## config.mk

```make
export PLATFORM = sky130hd
export DESIGN_NAME = frame_buf_sched
export DESIGN_NICKNAME = d
export VERILOG_FILES = /design/src/rtl/frame_buf_sched.sv
export SDC_FILE = /design/constraint.sdc
export NUM_CORES = 1
export LEC_CHECK = 0
export BUFFER_PORTS_ARGS = -buffer_cell sky130_fd_sc_hd__buf_2
export CAP_MARGIN = 30
export CORE_ASPECT_RATIO = 1.1
export CORE_MARGIN = 2
export CORE_UTILIZATION = 50
export DETAILED_ROUTE_END_ITERATION = 10
export GPL_TIMING_DRIVEN = 0
export PLACE_DENSITY = 0.77
export SLEW_MARGIN = 5
export SYNTH_ARGS = -nofsm -noshare
export SYNTH_HDL_FRONTEND = slang
export SYNTH_SLANG_ARGS = --single-unit
```

## constraint.sdc

```tcl
create_clock -name clk -period 4.84 [get_ports clk]
set_clock_uncertainty 0.15 [all_clocks]
set_input_delay 0.242 -clock clk [delete_from_list [all_inputs] [get_ports clk]]
set_output_delay 0.242 -clock clk [all_outputs]
set_load 0.005 [all_outputs]
```

## src/rtl/frame_buf_sched.sv

```systemverilog
`default_nettype none
// ============================================================================
// Module   : frame_buf_sched
// Brief    : Rotates 3/4 frame buffers between a writer and the axi2fifo reader.
// Revision : 1.0
// ============================================================================
module frame_buf_sched #(
  parameter int ADDR_WIDTH = 32,
  parameter int NUM_BUF    = 3
) (
  input  logic                  clk,
  input  logic                  rst_n,
  input  logic                  cfg_run,
  input  logic [ADDR_WIDTH-1:0] cfg_base,
  input  logic [ADDR_WIDTH-1:0] cfg_buf_stride,
  input  logic [23:0]           cfg_timeout,
  input  logic                  frame_start,
  input  logic                  wr_frame_done,
  input  logic                  rd_sts_done,
  output logic                  rd_blk_en,
  output logic [ADDR_WIDTH-1:0] rd_map_ba,
  output logic [ADDR_WIDTH-1:0] wr_map_ba,
  output logic                  sts_busy,
  output logic                  sts_timeout,
  output logic [1:0]            sts_rd_idx,
  output logic [1:0]            sts_wr_idx,
  output logic [15:0]           sts_dropped,
  output logic [15:0]           sts_repeated
);

  typedef enum logic [1:0] {
    S_IDLE = 2'd0,
    S_HOLD = 2'd1,
    S_BUSY = 2'd2
  } state_t;

  localparam logic [15:0] c_cnt_max = 16'hFFFF;
  localparam logic [2:0]  c_num_buf = 3'(NUM_BUF);

  function automatic logic [1:0] f_wrap(input logic [2:0] x);
    f_wrap = (x >= c_num_buf) ? 2'(x - c_num_buf) : x[1:0];
  endfunction

  // base + idx*stride with idx limited to 2 bits: two conditional adds
  function automatic logic [ADDR_WIDTH-1:0] f_addr(
    input logic [1:0]            idx,
    input logic [ADDR_WIDTH-1:0] base,
    input logic [ADDR_WIDTH-1:0] stride
  );
    logic [ADDR_WIDTH-1:0] a;
    a = base;
    if (idx[0]) a = a + stride;
    if (idx[1]) a = a + {stride[ADDR_WIDTH-2:0], 1'b0};
    f_addr = a;
  endfunction

  state_t                r_state, w_state_nxt;
  logic                  r_hold_cnt, w_hold_cnt_nxt;
  logic [23:0]           r_wdog, w_wdog_nxt;
  logic                  r_run_q;
  logic [1:0]            r_rd_idx, w_rd_idx_nxt;
  logic [1:0]            r_wr_idx, w_wr_idx_nxt;
  logic [1:0]            r_latest_idx, w_latest_idx_nxt;
  logic                  r_fresh, w_fresh_nxt;
  logic                  r_have_frame, w_have_frame_nxt;
  logic                  r_blk_en, w_blk_en_nxt;
  logic                  r_busy, w_busy_nxt;
  logic                  r_timeout, w_timeout_nxt;
  logic [ADDR_WIDTH-1:0] r_rd_ba, w_rd_ba_nxt;
  logic [ADDR_WIDTH-1:0] r_wr_ba, w_wr_ba_nxt;
  logic [15:0]           r_dropped, w_dropped_nxt;
  logic [15:0]           r_repeated, w_repeated_nxt;

  logic       w_rise;
  logic       w_start;
  logic       w_consume;
  logic [1:0] w_rd_sel;
  logic [1:0] w_wr_inc1;
  logic [1:0] w_wr_inc2;

  // pulses landing on the run rising edge are swallowed by the re-init
  assign w_rise    = cfg_run & ~r_run_q;
  assign w_start   = cfg_run & ~w_rise & (r_state == S_IDLE) & frame_start & r_have_frame;
  assign w_consume = w_start & r_fresh;
  assign w_rd_sel  = w_consume ? r_latest_idx : r_rd_idx;
  assign w_wr_inc1 = f_wrap({1'b0, r_wr_idx} + 3'd1);
  assign w_wr_inc2 = f_wrap({1'b0, r_wr_idx} + 3'd2);

  always_comb begin
    w_state_nxt      = r_state;
    w_hold_cnt_nxt   = r_hold_cnt;
    w_wdog_nxt       = r_wdog;
    w_rd_idx_nxt     = r_rd_idx;
    w_wr_idx_nxt     = r_wr_idx;
    w_latest_idx_nxt = r_latest_idx;
    w_fresh_nxt      = r_fresh;
    w_have_frame_nxt = r_have_frame;
    w_blk_en_nxt     = r_blk_en;
    w_busy_nxt       = r_busy;
    w_timeout_nxt    = r_timeout;
    w_rd_ba_nxt      = r_rd_ba;
    w_dropped_nxt    = r_dropped;
    w_repeated_nxt   = r_repeated;

    if (!cfg_run) begin
      w_state_nxt  = S_IDLE;
      w_blk_en_nxt = 1'b0;
      w_busy_nxt   = 1'b0;
    end else if (w_rise) begin
      w_state_nxt      = S_IDLE;
      w_hold_cnt_nxt   = 1'b0;
      w_wdog_nxt       = '0;
      w_rd_idx_nxt     = 2'd0;
      w_wr_idx_nxt     = 2'd1;
      w_latest_idx_nxt = 2'd0;
      w_fresh_nxt      = 1'b0;
      w_have_frame_nxt = 1'b0;
      w_blk_en_nxt     = 1'b0;
      w_busy_nxt       = 1'b0;
      w_timeout_nxt    = 1'b0;
      w_dropped_nxt    = '0;
      w_repeated_nxt   = '0;
    end else begin
      case (r_state)
        S_IDLE: begin
          if (w_start) begin
            w_state_nxt    = S_HOLD;
            w_hold_cnt_nxt = 1'b0;
            w_wdog_nxt     = 24'd1;
            w_blk_en_nxt   = 1'b1;
            w_busy_nxt     = 1'b1;
            w_rd_idx_nxt   = w_rd_sel;
            w_rd_ba_nxt    = f_addr(w_rd_sel, cfg_base, cfg_buf_stride);
            if (r_fresh) begin
              w_fresh_nxt = 1'b0;
            end else if (r_repeated != c_cnt_max) begin
              w_repeated_nxt = r_repeated + 16'd1;
            end
          end
        end
        S_HOLD: begin
          w_wdog_nxt = r_wdog + 24'd1;
          if (r_hold_cnt) begin
            w_state_nxt = S_BUSY;
          end else begin
            w_hold_cnt_nxt = 1'b1;
          end
        end
        S_BUSY: begin
          w_wdog_nxt = r_wdog + 24'd1;
          if (rd_sts_done) begin
            w_state_nxt  = S_IDLE;
            w_blk_en_nxt = 1'b0;
            w_busy_nxt   = 1'b0;
          end else if ((cfg_timeout != 24'd0) && (r_wdog >= cfg_timeout)) begin
            w_state_nxt   = S_IDLE;
            w_blk_en_nxt  = 1'b0;
            w_busy_nxt    = 1'b0;
            w_timeout_nxt = 1'b1;
          end
        end
        default: begin
          w_state_nxt  = S_IDLE;
          w_blk_en_nxt = 1'b0;
          w_busy_nxt   = 1'b0;
        end
      endcase

      // writer side sees the reader's buffer after this cycle's selection
      if (wr_frame_done) begin
        w_latest_idx_nxt = r_wr_idx;
        w_fresh_nxt      = 1'b1;
        w_have_frame_nxt = 1'b1;
        if (r_fresh && !w_consume && (r_dropped != c_cnt_max)) begin
          w_dropped_nxt = r_dropped + 16'd1;
        end
        w_wr_idx_nxt = (w_wr_inc1 == w_rd_sel) ? w_wr_inc2 : w_wr_inc1;
      end
    end

    w_wr_ba_nxt = f_addr(w_wr_idx_nxt, cfg_base, cfg_buf_stride);
  end

  always_ff @(posedge clk or negedge rst_n) begin
    if (!rst_n) begin
      r_state      <= S_IDLE;
      r_hold_cnt   <= 1'b0;
      r_wdog       <= '0;
      r_run_q      <= 1'b0;
      r_rd_idx     <= 2'd0;
      r_wr_idx     <= 2'd1;
      r_latest_idx <= 2'd0;
      r_fresh      <= 1'b0;
      r_have_frame <= 1'b0;
      r_blk_en     <= 1'b0;
      r_busy       <= 1'b0;
      r_timeout    <= 1'b0;
      r_rd_ba      <= '0;
      r_wr_ba      <= '0;
      r_dropped    <= '0;
      r_repeated   <= '0;
    end else begin
      r_state      <= w_state_nxt;
      r_hold_cnt   <= w_hold_cnt_nxt;
      r_wdog       <= w_wdog_nxt;
      r_run_q      <= cfg_run;
      r_rd_idx     <= w_rd_idx_nxt;
      r_wr_idx     <= w_wr_idx_nxt;
      r_latest_idx <= w_latest_idx_nxt;
      r_fresh      <= w_fresh_nxt;
      r_have_frame <= w_have_frame_nxt;
      r_blk_en     <= w_blk_en_nxt;
      r_busy       <= w_busy_nxt;
      r_timeout    <= w_timeout_nxt;
      r_rd_ba      <= w_rd_ba_nxt;
      r_wr_ba      <= w_wr_ba_nxt;
      r_dropped    <= w_dropped_nxt;
      r_repeated   <= w_repeated_nxt;
    end
  end

  assign rd_blk_en    = r_blk_en;
  assign rd_map_ba    = r_rd_ba;
  assign wr_map_ba    = r_wr_ba;
  assign sts_busy     = r_busy;
  assign sts_timeout  = r_timeout;
  assign sts_rd_idx   = r_rd_idx;
  assign sts_wr_idx   = r_wr_idx;
  assign sts_dropped  = r_dropped;
  assign sts_repeated = r_repeated;

endmodule
`default_nettype wire

```

-- After elaboration in Yosys (flattened, before gate mapping)
Index checks and enable logic that the tools add are counted.
- bits of input ports: 94
- register bits after elaboration: 134
- word-level logic and storage cells: 133
- magnitude comparators: 3
- equality and inequality tests: 12
- add/sub/neg operators: 10
- reductions and logical operators: 29
- multiplexer cells: 56
- bitwise gates (word level): 8
- operators by type and width (cell ; number):
    two-way mux 32 bit ; 8
    two-way mux 16 bit ; 8
    adder 32 bit ; 3
    two-way mux 24 bit ; 2
    one-hot mux 24 bit (2 select lines) ; 1
    two-way mux 2 bit ; 18
    adder 16 x 1 -> 16 bit (second input constant) ; 2
    inequality test 16 bit (second input constant) ; 2
    adder 24 x 1 -> 24 bit (second input constant) ; 1
    >= comparator 24 bit ; 1
    nonzero test 24 bit ; 1
    AND reduction 3 bit ; 7
    two-way mux 1 bit ; 16
    nonzero test 2 bit ; 7
    nonzero test 3 bit ; 4
    inequality test 4 bit (second input constant) ; 2
    AND reduction 4 bit ; 2
    bitwise AND 1 bit ; 6
    >= comparator 3 x 2 -> 1 bit (second input constant) ; 2
    inequality test 3 bit (second input constant) ; 2
    one-hot mux 2 bit (3 select lines) ; 1
    inequality test 5 bit (second input constant) ; 1
    AND reduction 5 bit ; 1
    inequality test 2 x 1 -> 1 bit (second input constant) ; 2
    14 further kinds ; 18

-- Longest topological paths before layout
Gate-level depths: netlist (run 1).
- depth in word-level cells: 17
- gate-level depth with buffers: 24
- gate-level depth less buffers: 22

-- Worst setup path before layout (run 1)
No wires, ideal clock.
- kind: reg-to-reg
- start: register r_state[0]
- end: register r_wr_ba[31], in the netlist wr_map_ba[31]
- cell stages (with the launch flop): 25
- library setup time: 0.125 ns
- data arrival time: 5.060 ns
- data required time: 4.565 ns
- slack: -0.495 ns
- buffers on the path: 2
- cells stage by stage: dfrtp_1 -> inv_1 -> ha_1 -> nand3_2 -> nor2_4 -> nand2_2 -> mux2_4 -> xnor2_2 -> nor3_1 -> a211o_1 -> buf_6 -> buf_6 -> mux2_4 -> ha_1 -> fa_1 -> a211oi_1 -> nor2_1 -> o31ai_1 -> a21boi_0 -> a22oi_1 -> o21ai_0 -> a211oi_1 -> o21a_1 -> mux2i_1 -> xnor2_1
- word-level cells in the longest chain between the ends: 14
- RTL lines (element ; line ; source):
    from (decl) ; 57 ; state_t r_state, w_state_nxt;
    from (signal assigned) ; 203 ; r_state <= w_state_nxt;
    zero test 2 bit (*) ; 83 ; assign w_start = cfg_run & ~w_rise & (r_state == S_IDLE) & frame_start & r_have_frame;
    bitwise AND 1 bit (*) (3 in series) ; 83 ;
    bitwise AND 1 bit (*) ; 84 ; assign w_consume = w_start & r_fresh;
    two-way mux 2 bit (*) ; 85 ; assign w_rd_sel = w_consume ? r_latest_idx : r_rd_idx;
    equality test 2 bit (*) ; 177 ; w_wr_idx_nxt = (w_wr_inc1 == w_rd_sel) ? w_wr_inc2 : w_wr_inc1;
    two-way mux 2 bit (*) ; 177 ;
    two-way mux 2 bit (*) ; 170 ; if (wr_frame_done) begin
    two-way mux 2 bit (*) ; 109 ; end else if (w_rise) begin
    two-way mux 2 bit (*) ; 105 ; if (!cfg_run) begin
    two-way mux 32 bit ; 52 ; if (idx[0]) a = a + stride;
    adder 32 bit ; 53 ; if (idx[1]) a = a + {stride[ADDR_WIDTH-2:0], 1'b0};
    two-way mux 32 bit (*) ; 53 ;
    via w_wr_ba_nxt[31] ; 70 ; logic [ADDR_WIDTH-1:0] r_wr_ba, w_wr_ba_nxt;
    to (signal assigned) ; 216 ; r_wr_ba <= w_wr_ba_nxt;
    to (decl) ; 70 ;
The timed path passes the listed nets; every way through them passes the cells marked *.
A chain may end at the register's enable or synchronous reset.

-- Final worst setup path (run 1)
Ends and elaborated chain as after synthesis.

==> flow_summary.ini, run 1 <==
[detailed_routing]
ant_nets = 0
routed_via_density = 5.84
drtIter0Drc = 816
dr_total_vias = 12300
wl_per_cell_um = 18.3
route.detailed.drc = 0
dr.pass1.iters = 7
wirelength_um = 38600

[timing]
setup_viol = 8
timing.final.hold_violations = 0
worst_slack_ns = -0.220
hold-worst-slack_ns = 0.0104
slew_headroom_pct = 48.7
rsz0062_at_grt = yes
slew_viol_final = 0
tightest_slew_ns = 0.767
min_period_over_period_pct = 105
fin_crit_ns = 5.06
timing.fmax_ghz = 0.198

[clock_tree]
clk_pin_slew_worst_paths_ns = 0.07
cts_root_buf = clkbuf_16
cts_sinks = 134
clock_latency_ns = 0.43
cts_buffers = 17
cts_max_level = 4
cts_tree = done
clk_path_buf_depth = 2

[yosys]
synth_seq_cells = 134
yosys.area.top_type_share_pct = 27.2
synth_edf_count = 0
netlist_area_um2 = 12200
netlist_top_cells_count = nand2_1 (228), nor2_1 (137), dfrtp_1 (133)
ys_async_sr_fraction_pct = 100
synth.yosys.warnings = 0
ys_seq_area_share_pct = 27.5
syn_nets = 1735
syn_inst = 1510
ys_types = 84
synth_ff_type = dfrtp_1
yosysMostFrequentCell = nand2_1
yosys.area.top_type = dfrtp_1
ys_top_cells_by_area = dfrtp_1 (27%), ha_1 (13%), nand2_1 (7.0%)
syn_area_per_cell_um2 = 8.09

[critical_path]
regToRegSetupSlack_ns = -0.22
r2r_start = r_state[0]$_DFFE_PN0P_
crit_type = flop to flop
critPathArrivalTime_ns = 5.27
end_kind = flop
start_kind = flop
cp.required_ns = 5.05
crit_fanout = 5
rr_worst_depth = 24
reg2reg_to = wr_map_ba[31]$_DFF_PN0_

[cells_and_area]
drive_above_1_share_pct = 25.2
diodes = 0
fin_nets = 2015
final_area_um2 = 15400
area_growth_pct = 25.8

[die]
die_w_um = 153
initial_core_util_pct = 50.4
core_area_um2 = 24200
num_rows = 60
die-area_um2 = 25700
die_h_um = 168
ioPinCount = 197

[global_routing]
grt_usage_pct = 29.1
grt_max_degree = 69
grt-ovfl-total = 0
grt_pass1_vias = 12000
grt_first_pass_wirelength_um = 60600
antenna_found_initial = 0

[job]
maxCapViolCount = 0

[min_path]
holdPathStages = 3
hold_class = input port to flop
holdPathEnd = wr_map_ba[31]$_DFF_PN0_
min-delay-start = cfg_base[31]

[outcome]
violations = setup timing
outcome = finished, violations left

[power_and_ir_drop]
powerDensity_nw_per_um2 = 361
ir_drop_uv = 261
power_mw = 5.55
p_leak_nw = 7.37

[placement]
globalplace.congestion = 0.983
place_area_um2 = 13700
hpwl_um = 28900
port-buffer-count = 196
-- cell families (layout without fill, tap and decap cells) --
logic type               Yosys count  count (layout)  share of synthesized area [%]
flip-flops                       134             134                           27.5
AO/OA/AOI/OAI                    415             415                           21.7
adder cells (fa/ha/maj)          131             131                           13.6
AND/OR/NAND/NOR                  557             557                           20.8
multiplexers                      48              48                           4.51
buffers and inverters            112             405                           3.67
XOR/XNOR                         113             113                           8.28
-- worst max-delay path, stage by stage, from the launching register on --
cell      delay (ns)
dfrtp_1         0.40
inv_2           0.09
ha_4            0.16
nand3_4         0.08
nor2_4          0.12
nand2_4         0.09
mux2_4          0.35
xnor2_4         0.15
nor3_2          0.05
a211o_1         0.31
buf_8           0.16
buf_12          0.13
mux2_4          0.32
ha_4            0.18
fa_2            0.34
a211oi_2        0.23
nor2_2          0.09
o31ai_4         0.23
a21boi_2        0.14
a22oi_2         0.24
o21ai_2         0.10
a211oi_2        0.24
o21a_1          0.21
mux2i_2         0.27
xnor2_1         0.14
-- layout by cell type, fill, tap and decap left out, drive strengths merged, types with 28 or more instances in the layout --
cell type,n
xnor2,65
ha,128
o21ai,94
inv,74
dfrtp,133
clkbuf,50
a21oi,131
nor3,28
a21o,53
nor2,139
mux2,41
xor2,47
nand3,40
buf,268
nand2,230
-- report_power, final --
group / internal [mW] / switching (mW)
Sequential: 1.34 / 0.103
Combinational: 1.27 / 1.48
Clock: 0.733 / 0.614
-- per-layer routing --
metal	global-route usage (%)	part of all wire, %	up-vias
met5	0	0	-
met4	9.42	3.2	0
met3	4.02	6.5	84
met2	49.8	48	466
met1	38.0	43	5808
li1	-	-	5978
-- area by class of cell --
class                      count  area [um^2]
buffer                        44          231
clock buffer                  17          425
clock inverter                15          160
fill                        2138         8880
inverter                      66          251
multi-input combinational   1264         9020
sequential                   134         3350
tap                          310          388
timing repair buffer         263         1530
-- metrics by stage --
| stage | std cells | setup TNS [ns] | setup slack, ns | util [%] |
|---|---|---|---|---|
| global placement | 2016 | -20.01 | -1.12 | 56.3 |
| CTS | 2089 | -0.379 | -0.200 | 61.3 |
| global route | 2113 | -2.71 | -0.419 | 63.4 |
| finish | 2113 | -0.585 | -0.220 | 63.4 |
| floorplan | 1510 | -0.0581 | -0.0581 | - |
| detailed placement | 2017 | -22.13 | -1.20 | 56.4 |
-- worst max-delay path by stage --
stage	startpoint	to	slack [ns]	depth (start not counted)
6_report	r_state[0]$_DFFE_PN0P_	wr_map_ba[31]$_DFF_PN0_	-0.22	24
2_1_floorplan	r_state[1]$_DFFE_PN0P_	wr_map_ba[31]$_DFF_PN0_	-0.06	24
5_1_grt	r_state[0]$_DFFE_PN0P_	wr_map_ba[31]$_DFF_PN0_	-0.42	24
4_1_cts	r_state[0]$_DFFE_PN0P_	wr_map_ba[31]$_DFF_PN0_	-0.20	24
3_5_place_dp	r_state[0]$_DFFE_PN0P_	wr_map_ba[31]$_DFF_PN0_	-1.20	23
3_3_place_gp	r_state[1]$_DFFE_PN0P_	wr_map_ba[31]$_DFF_PN0_	-1.12	23
-- flip-flops by register name, indices dropped and copies added, names as in the netlist --
| name | cells |
|---|---|
| rd_map_ba | 32 |
| wr_map_ba | 32 |
| r_wdog | 24 |
| sts_dropped | 16 |
| sts_repeated | 16 |
| r_latest_idx | 2 |
| r_state | 2 |
| sts_rd_idx | 2 |
| sts_wr_idx | 2 |
| r_fresh | 1 |
| r_have_frame | 1 |
| r_hold_cnt | 1 |
| r_run_q | 1 |
| sts_busy | 1 |
| sts_timeout | 1 |
-- what timing repair did --
action / 4_1_cts / 5_1_grt
pin swaps: 29 / 50
hold buffers: 6 / 0
gates resized for setup: 56 / 82
endpoints found under the hold margin: 72 / 0
setup endpoints to repair: 42 / 28
cloned: 0 / 0
buffers inserted: 34 / 30
Power figures use the tool's default switching activity.
==> run 2, diff against run 1 <==
--- a/config.mk
+++ b/config.mk
@@ -5,6 +5,7 @@
 export SDC_FILE = /design/constraint.sdc
 export NUM_CORES = 1
 export LEC_CHECK = 0
+export ABC_AREA = 1
 export BUFFER_PORTS_ARGS = -buffer_cell sky130_fd_sc_hd__buf_2
 export CAP_MARGIN = 30
 export CORE_ASPECT_RATIO = 1.1
@@ -12,7 +13,7 @@
 export CORE_UTILIZATION = 50
 export DETAILED_ROUTE_END_ITERATION = 10
 export GPL_TIMING_DRIVEN = 0
-export PLACE_DENSITY = 0.77
+export PLACE_DENSITY = 0.76
 export SLEW_MARGIN = 5
 export SYNTH_ARGS = -nofsm -noshare
 export SYNTH_HDL_FRONTEND = slang
==> run 2 against run 1 <==
Compared with the run above:
- the run now ends clean
- area after synthesis increased by 12%
- via count increased by 25%
- critical path type unchanged
- global-route usage increased by 5.9 points
==> flow_summary.ini, run 2 <==
[outcome]
outcome = complete, no violations

[yosys]
netlist_area_um2 = 13700
netlist_top_cells_count = nand2_1 (758), inv_1 (275), nor2_1 (199)
yosys.area.top_type = dfrtp_1
ys_types = 50
synth_xor_area_share_pct = 4.60
synthAdderAreaFrac_pct = 12.1
ys_async_sr_fraction_pct = 100
synthSimpleGateAreaFrac_pct = 36.5
synth_compound_area_share_pct = 13.4
synth_top_family_by_area = simple AND/OR/NAND/NOR gates
yosysMostFrequentCell = nand2_1
yosys.area.top_type_share_pct = 24.3
synth_edf_count = 0
synth.yosys.warnings = 0
syn_inst = 2181
syn_area_per_cell_um2 = 6.28
ys_seq_area_share_pct = 24.5
synth_ff_type = dfrtp_1
ys_top_cells_by_area = dfrtp_1 (24%), nand2_1 (21%), ha_1 (12%)
synthMuxAreaShare_pct = 0
synth_seq_cells = 134
syn_nets = 2406

[timing]
slew_viol_final = 0
rsz0062_at_grt = no
tightest_slew_ns = 0.824
slew_headroom_pct = 45.1
setup_viol = 0
min_period_over_period_pct = 94.1
timing.fmax_ghz = 0.219
tns_ns = 0
timing.final.hold_violations = 0
fin_crit_ns = 4.56

[cells_and_area]
layout_commonest_cell = nand2_1
layout_common_cells = nand2_1 (757), inv_1 (275), buf_2 (208)
final_area_um2 = 15800
fin_nets = 2626
diodes = 0
area_growth_pct = 15.4
drive_above_1_share_pct = 11.5
fill_cells = 2714

[min_path]
min-delay-start = cfg_base[5]
hold_class = input port to flop
holdPathEnd = wr_map_ba[5]$_DFF_PN0_
holdPathStages = 5

[placement]
place_area_um2 = 15200
port-buffer-count = 196
hpwl_um = 41300
globalplace.congestion = 1.07

[clock_tree]
clock_latency_ns = 0.44
postCtsSetupBuffers = 0
cts_max_level = 4
cts_buffers = 17
cts_root_buf = clkbuf_16
cts_sinks = 134
cts_tree = done
clk_path_buf_depth = 2
clk_pin_slew_worst_paths_ns = 0.07

[job]
maxCapViolCount = 0

[die]
ioPinCount = 197
die_w_um = 162
die-area_um2 = 28700
initial_core_util_pct = 50.8
die_h_um = 178
num_rows = 63
core_area_um2 = 27000

[power_and_ir_drop]
ir_drop_uv = 191
power_mw = 5.26
p_leak_nw = 8.66
powerDensity_nw_per_um2 = 333

[global_routing]
grt_pass1_vias = 14800
grt-ovfl-total = 0
grt_max_degree = 95
antenna_found_initial = 0
grt_usage_pct = 34.9
grt_first_pass_wirelength_um = 77400

[critical_path]
end_kind = flop
reg2reg_to = wr_map_ba[18]$_DFF_PN0_
crit_fanout = 10
crit_type = flop to flop
cp-startpoint = r_state[0]$_DFFE_PN0P_
critPathArrivalTime_ns = 4.73
cp.required_ns = 5.02
start_kind = flop
regToRegSetupSlack_ns = 0.28
r2r_start = r_state[0]$_DFFE_PN0P_
rr_worst_depth = 27

[detailed_routing]
wirelength_um = 50300
wl_per_cell_um = 18.1
dr_wl_met3_um = 3840
highest_layer = met4
dr_total_vias = 15500
dr.pass1.iters = 8
ant_nets = 0
drtIter0Drc = 1355
routed_via_density = 5.58
route.detailed.drc = 0
wl_met1_um = 20700
wl_met2_um = 23400
[run 2: critical path: stages, from the launching register on]
cell and delay [ns]:
dfrtp_1 0.42, inv_1 0.11, ha_1 0.22, inv_1 0.14, nor2_8 0.17, nand3_2 0.11
nand2_1 0.13, nand2_2 0.18, nand2_1 0.10, nand2_1 0.07, nand2_1 0.09, nand2_1 0.06
nand3_2 0.11, nand2_2 0.11, inv_4 0.14, buf_4 0.22, nand2_1 0.07, nand2_1 0.11
ha_1 0.27, a21oi_1 0.15, nand2_1 0.12, a21oi_1 0.43, o21ai_1 0.29, nand2_1 0.12
nand2_1 0.07, xor2_1 0.16, nand2_1 0.06, nand2_1 0.07
[run 2: report_power, final]
group	switching, mW	internal (mW)
registers	0.137	1.34
logic	1.57	0.869
clock network	0.571	0.771
total	2.28	2.98
[run 2: timing repair]
action | CTS | global route
endpoints found under the setup margin | 1 | 10
endpoints found under the hold margin | 44 | 0
hold buffers | 4 | 0
resized for setup | 1 | 9
[run 2: per-stage QoR]
stage / hold slack (ns) / cells / util, % / setup slack, ns
6_report: 0.0308 / 2771 / 58.7 / 0.284
5_1_grt: 0.0466 / 2771 / 58.7 / 0.00464
4_1_cts: 0.00960 / 2771 / 58.6 / 0.187
3_3_place_gp: 0.292 / 2734 / 56.1 / 0.154
2_1_floorplan: -0.204 / 2181 / - / 1.20
3_5_place_dp: 0.0493 / 2735 / 56.2 / 0.0756
[run 2: layout make-up]
| class | instances | area (um^2) | share of cell area (%) |
|---|---|---|---|
| well taps | 357 | 447 | 2.82 |
| clock buffers | 17 | 425 | 2.69 |
| inverters | 280 | 1050 | 6.66 |
| plain buffers | 34 | 176 | 1.12 |
| clock inverters | 15 | 169 | 1.07 |
| repair buffers | 201 | 1050 | 6.67 |
| flip-flops and latches | 134 | 3350 | 21.2 |
| multi-input cells | 1733 | 9140 | 57.8 |
[run 2: worst max path at each step]
stage	to	slack (ns)
after global placement	wr_map_ba[31]$_DFF_PN0_	0.15
after global routing	wr_map_ba[22]$_DFF_PN0_	0.005
after floorplan	wr_map_ba[31]$_DFF_PN0_	1.20
after CTS	wr_map_ba[31]$_DFF_PN0_	0.19
final	wr_map_ba[18]$_DFF_PN0_	0.28
after detailed placement	wr_map_ba[31]$_DFF_PN0_	0.08
[run 2: logic make-up (layout without fill, tap and decap cells)]
| family | count (synthesis) | count (layout) |
|---|---|---|
| simple gates | 1211 | 1211 |
| compound gates | 319 | 319 |
| buf+inv | 314 | 547 |
| flops | 134 | 134 |
| fa+ha+maj | 131 | 131 |
| xor+xnor | 72 | 72 |
[run 2: per-layer routing]
layer	vias up	GRT usage, %
met3	133	4.58
met5	-	0
met1	7152	43.9
met4	0	16.4
met2	661	59.5
li1	7524	-
